## src/rtl/ctrl_pkg.sv

```systemverilog
// ---------------------------------------------------------------------------
// ctrl_pkg
// Shared constants and enumerations for the RV32I main decoder:
//   - major opcode constants
//   - ALU operation, immediate format, next-PC source, write-back source
//   - ALU operand select encodings
//   - funct7 values that qualify R-type / shift-immediate encodings
// ---------------------------------------------------------------------------
package ctrl_pkg;

    localparam logic [6:0] OPC_OP     = 7'b0110011;
    localparam logic [6:0] OPC_OP_IMM = 7'b0010011;
    localparam logic [6:0] OPC_LOAD   = 7'b0000011;
    localparam logic [6:0] OPC_STORE  = 7'b0100011;
    localparam logic [6:0] OPC_BRANCH = 7'b1100011;
    localparam logic [6:0] OPC_JAL    = 7'b1101111;
    localparam logic [6:0] OPC_JALR   = 7'b1100111;
    localparam logic [6:0] OPC_LUI    = 7'b0110111;
    localparam logic [6:0] OPC_AUIPC  = 7'b0010111;
    localparam logic [6:0] OPC_FENCE  = 7'b0001111;

    localparam logic [6:0] F7_ZERO = 7'b0000000;
    localparam logic [6:0] F7_ALT  = 7'b0100000;

    typedef enum logic [3:0] {
        ALU_ADD  = 4'b0000,
        ALU_SUB  = 4'b0001,
        ALU_SLL  = 4'b0010,
        ALU_SLT  = 4'b0011,
        ALU_SLTU = 4'b0100,
        ALU_XOR  = 4'b0101,
        ALU_SRL  = 4'b0110,
        ALU_SRA  = 4'b0111,
        ALU_OR   = 4'b1000,
        ALU_AND  = 4'b1001
    } alu_op_e;

    typedef enum logic [2:0] {
        IMM_I    = 3'b000,
        IMM_S    = 3'b001,
        IMM_B    = 3'b010,
        IMM_U    = 3'b011,
        IMM_J    = 3'b100,
        IMM_NONE = 3'b111
    } imm_type_e;

    typedef enum logic [2:0] {
        NPC_PLUS4  = 3'b000,
        NPC_BRANCH = 3'b001,
        NPC_JAL    = 3'b010,
        NPC_JALR   = 3'b011
    } next_pc_e;

    typedef enum logic [1:0] {
        WB_ALU  = 2'b00,
        WB_LOAD = 2'b01,
        WB_PC4  = 2'b10,
        WB_IMM  = 2'b11
    } wdata_sel_e;

    typedef enum logic [1:0] {
        SRC1_RS1  = 2'b00,
        SRC1_PC   = 2'b01,
        SRC1_ZERO = 2'b10
    } src1_sel_e;

    typedef enum logic [1:0] {
        SRC2_RS2 = 2'b00,
        SRC2_IMM = 2'b01
    } src2_sel_e;

endpackage

```

## src/rtl/alu_decoder.sv

```systemverilog
// ---------------------------------------------------------------------------
// alu_decoder
// Maps funct3/funct7 of an OP or OP-IMM instruction to the ALU operation and
// flags funct7 values that do not form a legal encoding.
// Ports:
//   is_rtype       in   1  high for OP (register-register), low for OP-IMM
//   funct3         in   3  instr[14:12]
//   funct7         in   7  instr[31:25]
//   alu_op         out  4  selected ALU operation
//   funct7_illegal out  1  funct7 not allowed for this funct3 / form
// ---------------------------------------------------------------------------
module alu_decoder
    import ctrl_pkg::*;
(
    input  logic       is_rtype,
    input  logic [2:0] funct3,
    input  logic [6:0] funct7,
    output alu_op_e    alu_op,
    output logic       funct7_illegal
);

    logic f7_zero;
    logic f7_alt;

    assign f7_zero = (funct7 == F7_ZERO);
    assign f7_alt  = (funct7 == F7_ALT);

    always_comb begin
        alu_op         = ALU_ADD;
        funct7_illegal = 1'b0;
        case (funct3)
            3'b000: begin
                // OP-IMM has no SUBI: funct7 bits are immediate bits there.
                if (is_rtype) begin
                    if (f7_alt) begin
                        alu_op = ALU_SUB;
                    end else if (!f7_zero) begin
                        funct7_illegal = 1'b1;
                    end
                end
            end
            3'b001: begin
                alu_op = ALU_SLL;
                // Shift-immediate still encodes funct7 in the upper bits.
                if (!f7_zero) begin
                    funct7_illegal = 1'b1;
                end
            end
            3'b010: begin
                alu_op = ALU_SLT;
                if (is_rtype && !f7_zero) begin
                    funct7_illegal = 1'b1;
                end
            end
            3'b011: begin
                alu_op = ALU_SLTU;
                if (is_rtype && !f7_zero) begin
                    funct7_illegal = 1'b1;
                end
            end
            3'b100: begin
                alu_op = ALU_XOR;
                if (is_rtype && !f7_zero) begin
                    funct7_illegal = 1'b1;
                end
            end
            3'b101: begin
                alu_op = f7_alt ? ALU_SRA : ALU_SRL;
                if (!f7_zero && !f7_alt) begin
                    funct7_illegal = 1'b1;
                end
            end
            3'b110: begin
                alu_op = ALU_OR;
                if (is_rtype && !f7_zero) begin
                    funct7_illegal = 1'b1;
                end
            end
            default: begin
                alu_op = ALU_AND;
                if (is_rtype && !f7_zero) begin
                    funct7_illegal = 1'b1;
                end
            end
        endcase
    end

endmodule

```

## src/rtl/rv32i_controller.sv

```systemverilog
// ---------------------------------------------------------------------------
// rv32i_controller
// Combinational main decoder of the single-cycle RV32I core. Decodes opcode,
// funct3, funct7 and the branch-compare flags into datapath controls and
// flags unsupported encodings as illegal. An illegal encoding forces every
// control to its idle value (no write, PC+4).
//
// Optional build macro: CTRL_ILLEGAL_LATCH_EN adds illegal_seen_o, a sticky
// flag set on clk_i when illegal_instr_o is high and cleared only by rst_i.
// Without the macro the design holds no state and clk_i is unused.
//
// Ports:
//   clk_i            in   1  core clock (sticky illegal flag only)
//   rst_i            in   1  asynchronous active-high reset
//   opcode_i         in   7  instr[6:0]
//   funct3_i         in   3  instr[14:12]
//   funct7_i         in   7  instr[31:25]
//   branch_eq_i      in   1  rs1 == rs2
//   branch_lt_i      in   1  signed rs1 < rs2
//   branch_ltu_i     in   1  unsigned rs1 < rs2
//   rf_wen_o         out  1  register-file write enable
//   rf_wdata_sel_o   out  2  write-back source (ALU, load, PC+4, imm)
//   alu_op_o         out  4  ALU operation
//   alu_src1_sel_o   out  2  ALU operand 1 (rs1, PC, zero)
//   alu_src2_sel_o   out  2  ALU operand 2 (rs2, imm)
//   mem_wen_o        out  1  data-memory write enable
//   mem_size_o       out  3  access size (funct3 for loads/stores)
//   mem_signed_o     out  1  sign-extend load data
//   imm_type_o       out  3  immediate format
//   next_pc_sel_o    out  3  next-PC source
//   illegal_instr_o  out  1  unsupported encoding
//   illegal_seen_o   out  1  sticky illegal flag (CTRL_ILLEGAL_LATCH_EN only)
// ---------------------------------------------------------------------------
module rv32i_controller
    import ctrl_pkg::*;
(
    input  logic       clk_i,
    input  logic       rst_i,
    input  logic [6:0] opcode_i,
    input  logic [2:0] funct3_i,
    input  logic [6:0] funct7_i,
    input  logic       branch_eq_i,
    input  logic       branch_lt_i,
    input  logic       branch_ltu_i,
    output logic       rf_wen_o,
    output logic [1:0] rf_wdata_sel_o,
    output logic [3:0] alu_op_o,
    output logic [1:0] alu_src1_sel_o,
    output logic [1:0] alu_src2_sel_o,
    output logic       mem_wen_o,
    output logic [2:0] mem_size_o,
    output logic       mem_signed_o,
    output logic [2:0] imm_type_o,
    output logic [2:0] next_pc_sel_o,
    output logic       illegal_instr_o
`ifdef CTRL_ILLEGAL_LATCH_EN
    ,
    output logic       illegal_seen_o
`endif
);

    logic    is_rtype;
    alu_op_e dec_alu_op;
    logic    dec_f7_illegal;
    logic    taken;

    assign is_rtype = (opcode_i == OPC_OP);

    alu_decoder u_alu_decoder (
        .is_rtype       (is_rtype),
        .funct3         (funct3_i),
        .funct7         (funct7_i),
        .alu_op         (dec_alu_op),
        .funct7_illegal (dec_f7_illegal)
    );

    always_comb begin
        rf_wen_o        = 1'b0;
        rf_wdata_sel_o  = WB_ALU;
        alu_op_o        = ALU_ADD;
        alu_src1_sel_o  = SRC1_RS1;
        alu_src2_sel_o  = SRC2_RS2;
        mem_wen_o       = 1'b0;
        mem_size_o      = 3'b000;
        mem_signed_o    = 1'b0;
        imm_type_o      = IMM_NONE;
        next_pc_sel_o   = NPC_PLUS4;
        illegal_instr_o = 1'b0;
        taken           = 1'b0;

        case (opcode_i)
            OPC_OP: begin
                rf_wen_o        = 1'b1;
                alu_op_o        = dec_alu_op;
                illegal_instr_o = dec_f7_illegal;
            end
            OPC_OP_IMM: begin
                rf_wen_o        = 1'b1;
                alu_op_o        = dec_alu_op;
                alu_src2_sel_o  = SRC2_IMM;
                imm_type_o      = IMM_I;
                illegal_instr_o = dec_f7_illegal;
            end
            OPC_LOAD: begin
                rf_wen_o        = 1'b1;
                rf_wdata_sel_o  = WB_LOAD;
                alu_src2_sel_o  = SRC2_IMM;
                imm_type_o      = IMM_I;
                mem_size_o      = funct3_i;
                mem_signed_o    = ~funct3_i[2];
                // Legal: LB, LH, LW, LBU, LHU.
                illegal_instr_o = (funct3_i == 3'b011) || (funct3_i[2:1] == 2'b11);
            end
            OPC_STORE: begin
                mem_wen_o       = 1'b1;
                alu_src2_sel_o  = SRC2_IMM;
                imm_type_o      = IMM_S;
                mem_size_o      = funct3_i;
                illegal_instr_o = (funct3_i > 3'b010);
            end
            OPC_BRANCH: begin
                imm_type_o = IMM_B;
                // funct3[0] inverts the base condition selected by funct3[2:1].
                case (funct3_i[2:1])
                    2'b00:   taken = branch_eq_i ^ funct3_i[0];
                    2'b10:   taken = branch_lt_i ^ funct3_i[0];
                    2'b11:   taken = branch_ltu_i ^ funct3_i[0];
                    default: illegal_instr_o = 1'b1;
                endcase
                next_pc_sel_o = taken ? NPC_BRANCH : NPC_PLUS4;
            end
            OPC_JAL: begin
                rf_wen_o       = 1'b1;
                rf_wdata_sel_o = WB_PC4;
                imm_type_o     = IMM_J;
                next_pc_sel_o  = NPC_JAL;
            end
            OPC_JALR: begin
                rf_wen_o        = 1'b1;
                rf_wdata_sel_o  = WB_PC4;
                imm_type_o      = IMM_I;
                next_pc_sel_o   = NPC_JALR;
                illegal_instr_o = (funct3_i != 3'b000);
            end
            OPC_LUI: begin
                rf_wen_o       = 1'b1;
                rf_wdata_sel_o = WB_IMM;
                imm_type_o     = IMM_U;
            end
            OPC_AUIPC: begin
                rf_wen_o       = 1'b1;
                alu_src1_sel_o = SRC1_PC;
                alu_src2_sel_o = SRC2_IMM;
                imm_type_o     = IMM_U;
            end
            OPC_FENCE: begin
                // Single-cycle core with one memory port: FENCE is a NOP.
            end
            default: begin
                illegal_instr_o = 1'b1;
            end
        endcase

        if (illegal_instr_o) begin
            rf_wen_o       = 1'b0;
            rf_wdata_sel_o = WB_ALU;
            alu_op_o       = ALU_ADD;
            alu_src1_sel_o = SRC1_RS1;
            alu_src2_sel_o = SRC2_RS2;
            mem_wen_o      = 1'b0;
            mem_size_o     = 3'b000;
            mem_signed_o   = 1'b0;
            imm_type_o     = IMM_NONE;
            next_pc_sel_o  = NPC_PLUS4;
        end

        // Reset only blocks state-changing controls; selects keep decoding.
        if (rst_i) begin
            rf_wen_o        = 1'b0;
            mem_wen_o       = 1'b0;
            next_pc_sel_o   = NPC_PLUS4;
            illegal_instr_o = 1'b0;
        end
    end

`ifdef CTRL_ILLEGAL_LATCH_EN
    always_ff @(posedge clk_i or posedge rst_i) begin
        if (rst_i) begin
            illegal_seen_o <= 1'b0;
        end else if (illegal_instr_o) begin
            illegal_seen_o <= 1'b1;
        end
    end
`else
    logic unused_clk;
    assign unused_clk = clk_i;
`endif

endmodule

```

## config.mk

```make
export PLATFORM = sky130hd
export DESIGN_NAME = rv32i_controller
export DESIGN_NICKNAME = d
export VERILOG_FILES = /design/src/rtl/ctrl_pkg.sv /design/src/rtl/alu_decoder.sv /design/src/rtl/rv32i_controller.sv
export SDC_FILE = /design/constraint.sdc
export NUM_CORES = 1
export LEC_CHECK = 0
export ABC_AREA = 1
export BUFFER_PORTS_ARGS = -buffer_cell sky130_fd_sc_hd__buf_2
export CAP_MARGIN = 0
export CORE_MARGIN = 3
export CORE_UTILIZATION = 30
export DETAILED_ROUTE_END_ITERATION = 12
export PLACE_DENSITY = 0.61
export SLEW_MARGIN = 20
export SYNTH_ARGS = -nofsm -noshare
export SYNTH_HDL_FRONTEND = slang
export SYNTH_HIERARCHICAL = 1
export SYNTH_SLANG_ARGS = --single-unit
```

## constraint.sdc

```tcl
create_clock -name vclk -period 2.7
set_input_delay 0.27 -clock vclk [all_inputs]
set_output_delay 0.27 -clock vclk [all_outputs]
set_load 0.01 [all_outputs]
```

==> report_table.html <==
<table>
<tr><th>Metric</th><th>Value</th></tr>
<tr><th colspan="2">Power and ir drop</th></tr>
<tr><td>Sequential cell fraction of total power</td><td>0%</td></tr>
<tr><td>Internal power consumption</td><td>0.0302 mW</td></tr>
<tr><td>Fraction of power consumed by combinational cells</td><td>100.0%</td></tr>
<tr><td>Highest ir drop seen on vdd</td><td>0.0584 mV</td></tr>
<tr><td>Switching share of total power</td><td>64.4%</td></tr>
<tr><td>Power density of the placed cells</td><td>87.0 nW/um^2</td></tr>
<tr><td>Net switching component of the power</td><td>0.0546 mW</td></tr>
<tr><td>Clock network fraction of total power</td><td>0%</td></tr>
<tr><td>Total leakage power</td><td>0.601 nW</td></tr>
<tr><th colspan="2">Global route</th></tr>
<tr><td>Vias in the first global route</td><td>874</td></tr>
<tr><td>Total congestion overflow</td><td>0</td></tr>
<tr><td>Maximum number of pins on one net before global-route repair</td><td>13</td></tr>
<tr><td>Gr usage total</td><td>12.7%</td></tr>
<tr><td>Wire length of the first global-routing pass</td><td>3570 microns</td></tr>
<tr><td>Initial antenna violation count</td><td>0</td></tr>
<tr><th colspan="2">Synthesis</th></tr>
<tr><td>Cell area after synthesis</td><td>761 sq um</td></tr>
<tr><td>Count of distinct cell types in the synthesized netlist</td><td>23</td></tr>
<tr><td>Syn. warnings</td><td>6</td></tr>
<tr><td>Sequential element share of the synthesized area</td><td>0%</td></tr>
<tr><td>Cells after synthesis</td><td>152</td></tr>
<tr><td>Avg Cell Area, Syn</td><td>5.00 sq um</td></tr>
<tr><th colspan="2">Setup path</th></tr>
<tr><td>Critical path endpoint category</td><td>output pin</td></tr>
<tr><td>Launching element type of the critical path</td><td>primary input</td></tr>
<tr><td>Critical Setup Path Class</td><td>primary input to output pin</td></tr>
<tr><td>Crit path arrival time</td><td>2.09 ns</td></tr>
<tr><td>Peak fanout along the critical path</td><td>12</td></tr>
<tr><td>Required time worst endpoint</td><td>2.43 ns</td></tr>
<tr><th colspan="2">STA</th></tr>
<tr><td>Sum of negative setup slack</td><td>0 ns</td></tr>
<tr><td>Ratio of final minimum period to clock period</td><td>87.6%</td></tr>
<tr><td>Setup repair after global routing missed its margin</td><td>no</td></tr>
<tr><td>Fmax</td><td>0.423 GHz</td></tr>
<tr><td>Period minus WS final</td><td>2.36 ns</td></tr>
<tr><td>Number of slew-limit violations in the final report</td><td>0</td></tr>
<tr><td>Hold violation count in the final report</td><td>0</td></tr>
<tr><td>Final hold slack</td><td>0.783 ns</td></tr>
<tr><td>Final setup violation count</td><td>0</td></tr>
<tr><th colspan="2">Die</th></tr>
<tr><td>Initial Util</td><td>33.1%</td></tr>
<tr><td>Floorplan core area</td><td>2300 sq um</td></tr>
<tr><td>Overall die width</td><td>56.4 microns</td></tr>
<tr><td>Die footprint</td><td>3180 sq um</td></tr>
<tr><td>Top-Level Pins</td><td>45</td></tr>
<tr><td>Die height</td><td>56.4 microns</td></tr>
<tr><td>Number of standard-cell rows in the floorplan</td><td>17</td></tr>
<tr><th colspan="2">Routing</th></tr>
<tr><td>Ratio of routed vias to standard cells</td><td>4.46</td></tr>
<tr><td>Detailed Route WL</td><td>1920 microns</td></tr>
<tr><td>DR iter-0 viols</td><td>23</td></tr>
<tr><td>Vias post-DR</td><td>977</td></tr>
<tr><td>Average routed wire per standard cell</td><td>8.75 microns</td></tr>
<tr><td>ANT nets after route</td><td>0</td></tr>
<tr><td>Pre-antenna DRT Iters</td><td>5</td></tr>
<tr><td>Drt drc</td><td>0</td></tr>
<tr><th colspan="2">Run status</th></tr>
<tr><td>Run status</td><td>completed</td></tr>
<tr><th colspan="2">Finish</th></tr>
<tr><td>Layout cell share with drive strength beyond 1</td><td>40.8%</td></tr>
<tr><td>Post-route cell area</td><td>975 sq um</td></tr>
<tr><td>Fin util</td><td>42.4%</td></tr>
<tr><td>Final net count</td><td>215</td></tr>
<tr><td>FF+latch count</td><td>0</td></tr>
<tr><td>Layout area overhead</td><td>28.1%</td></tr>
<tr><td>Number of inserted filler cells in the final layout</td><td>257</td></tr>
<tr><td>Number of clock buffers in the layout</td><td>0</td></tr>
<tr><td>Footprint of the multi-input gates</td><td>629 sq um</td></tr>
<tr><td>Register cell area after layout</td><td>0 sq um</td></tr>
<tr><td>Number of diodes added for antenna fixing</td><td>0</td></tr>
<tr><th colspan="2">Placement</th></tr>
<tr><td>Dpl hpwl</td><td>1700 microns</td></tr>
<tr><td>Number of buffers added on ports</td><td>41</td></tr>
<tr><td>Final weighted congestion of routability-driven global placement</td><td>0.833</td></tr>
<tr><td>Placed inst area</td><td>975 sq um</td></tr>
<tr><th colspan="2">CTS</th></tr>
<tr><td>Number of buffers inserted for hold repair after clock tree synthesis</td><td>0</td></tr>
<tr><td>Post-CTS resize count</td><td>0</td></tr>
<tr><td>Setup repair bufs after CTS</td><td>0</td></tr>
<tr><th colspan="2">Hold path</th></tr>
<tr><td>Worst min-delay path class</td><td>primary input to output pin</td></tr>
<tr><th colspan="2">Flow run</th></tr>
<tr><td>Max-cap violations</td><td>0</td></tr>
</table>
final cells by class:
type / instances / area share [%]
multi-input cells: 122 / 64.6
inverters: 28 / 10.8
repair buffers: 41 / 21.1
well taps: 28 / 3.59
cells in the mapped netlist (all sizes together):
library cell	count	area [sq um]
a21boi	1	7.51
a21oi	3	18.8
and2	1	8.76
and3	2	12.5
buf	4	33.8
conb	1	3.75
inv	28	105
nand2	46	210
nand3	15	85.1
nor2	44	236
nor3	2	10.0
o21ai	4	20.0
xor2	1	8.76
power groups by stage:
stage | registers [mW] | clock network (mW) | logic [mW]
final | 0 | 0 | 0.0848
after global routing | 0 | 0 | 0.0976
after CTS | 0 | 0 | 0.0854
after detailed placement | 0 | 0 | 0.0850
after global placement | 0 | 0 | 0.0837
after floorplan | 0 | 0 | 0.0580
kinds of logic after synthesis:
logic type / share of synthesized area [%]
AND/OR/NAND/NOR: 74.0
AO/OA/AOI/OAI: 6.09
buffers and inverters: 18.3
other: 0.493
XOR/XNOR: 1.15
metal layers:
metal / vias to the layer above / wire [microns] / track usage (%)
met2: 25 / 897 / 21.9
li1: 533 / - / -
met5: - / 0 / 0
met1: 419 / 917 / 18.8
met3: 0 / 101 / 0.230
met4: 0 / 0 / 0
per-stage QoR:
stage          total power, mW  setup slack (ns)  instances
3_5_place_dp            0.0850             0.308        219
3_3_place_gp            0.0837             0.339        219
2_1_floorplan           0.0580             0.929        154
6_report                0.0848             0.336        219
5_1_grt                 0.0976           0.00667        219
4_1_cts                 0.0854             0.302        219
layout by cell type (no fill, tap or decap), types with 3 or more instances in the layout:
cell,count
sky130_fd_sc_hd__buf_2,41
sky130_fd_sc_hd__inv_2,5
sky130_fd_sc_hd__nor2_4,3
sky130_fd_sc_hd__nor2_2,13
sky130_fd_sc_hd__nand2_2,9
sky130_fd_sc_hd__nor2_1,27
sky130_fd_sc_hd__conb_1,3
sky130_fd_sc_hd__inv_1,23
sky130_fd_sc_hd__nand3_1,13
sky130_fd_sc_hd__nand2_1,35
worst max-delay path, stage by stage:
cell	delay [ns]
sky130_fd_sc_hd__buf_2	0.12
sky130_fd_sc_hd__nor2_2	0.17
sky130_fd_sc_hd__nand2_1	0.09
sky130_fd_sc_hd__nor2_1	0.10
sky130_fd_sc_hd__inv_1	0.05
sky130_fd_sc_hd__nor2_1	0.08
sky130_fd_sc_hd__nand2_1	0.05
sky130_fd_sc_hd__nand2_1	0.07
sky130_fd_sc_hd__nand2_1	0.07
sky130_fd_sc_hd__a21oi_2	0.11
sky130_fd_sc_hd__nand3_1	0.08
sky130_fd_sc_hd__nand3_1	0.09
sky130_fd_sc_hd__nor2_1	0.06
sky130_fd_sc_hd__nand2_2	0.28
sky130_fd_sc_hd__inv_1	0.14
sky130_fd_sc_hd__nor2_1	0.10
sky130_fd_sc_hd__buf_2	0.13
worst paths after layout:
path,endpoint,start,cells past startpoint,slack (ns)
worst min-delay path,illegal_instr_o,rst_i,3,0.78
worst max-delay path,illegal_instr_o,opcode_i[6],17,0.34
No activity file was read; power rests on OpenSTA's default activity.
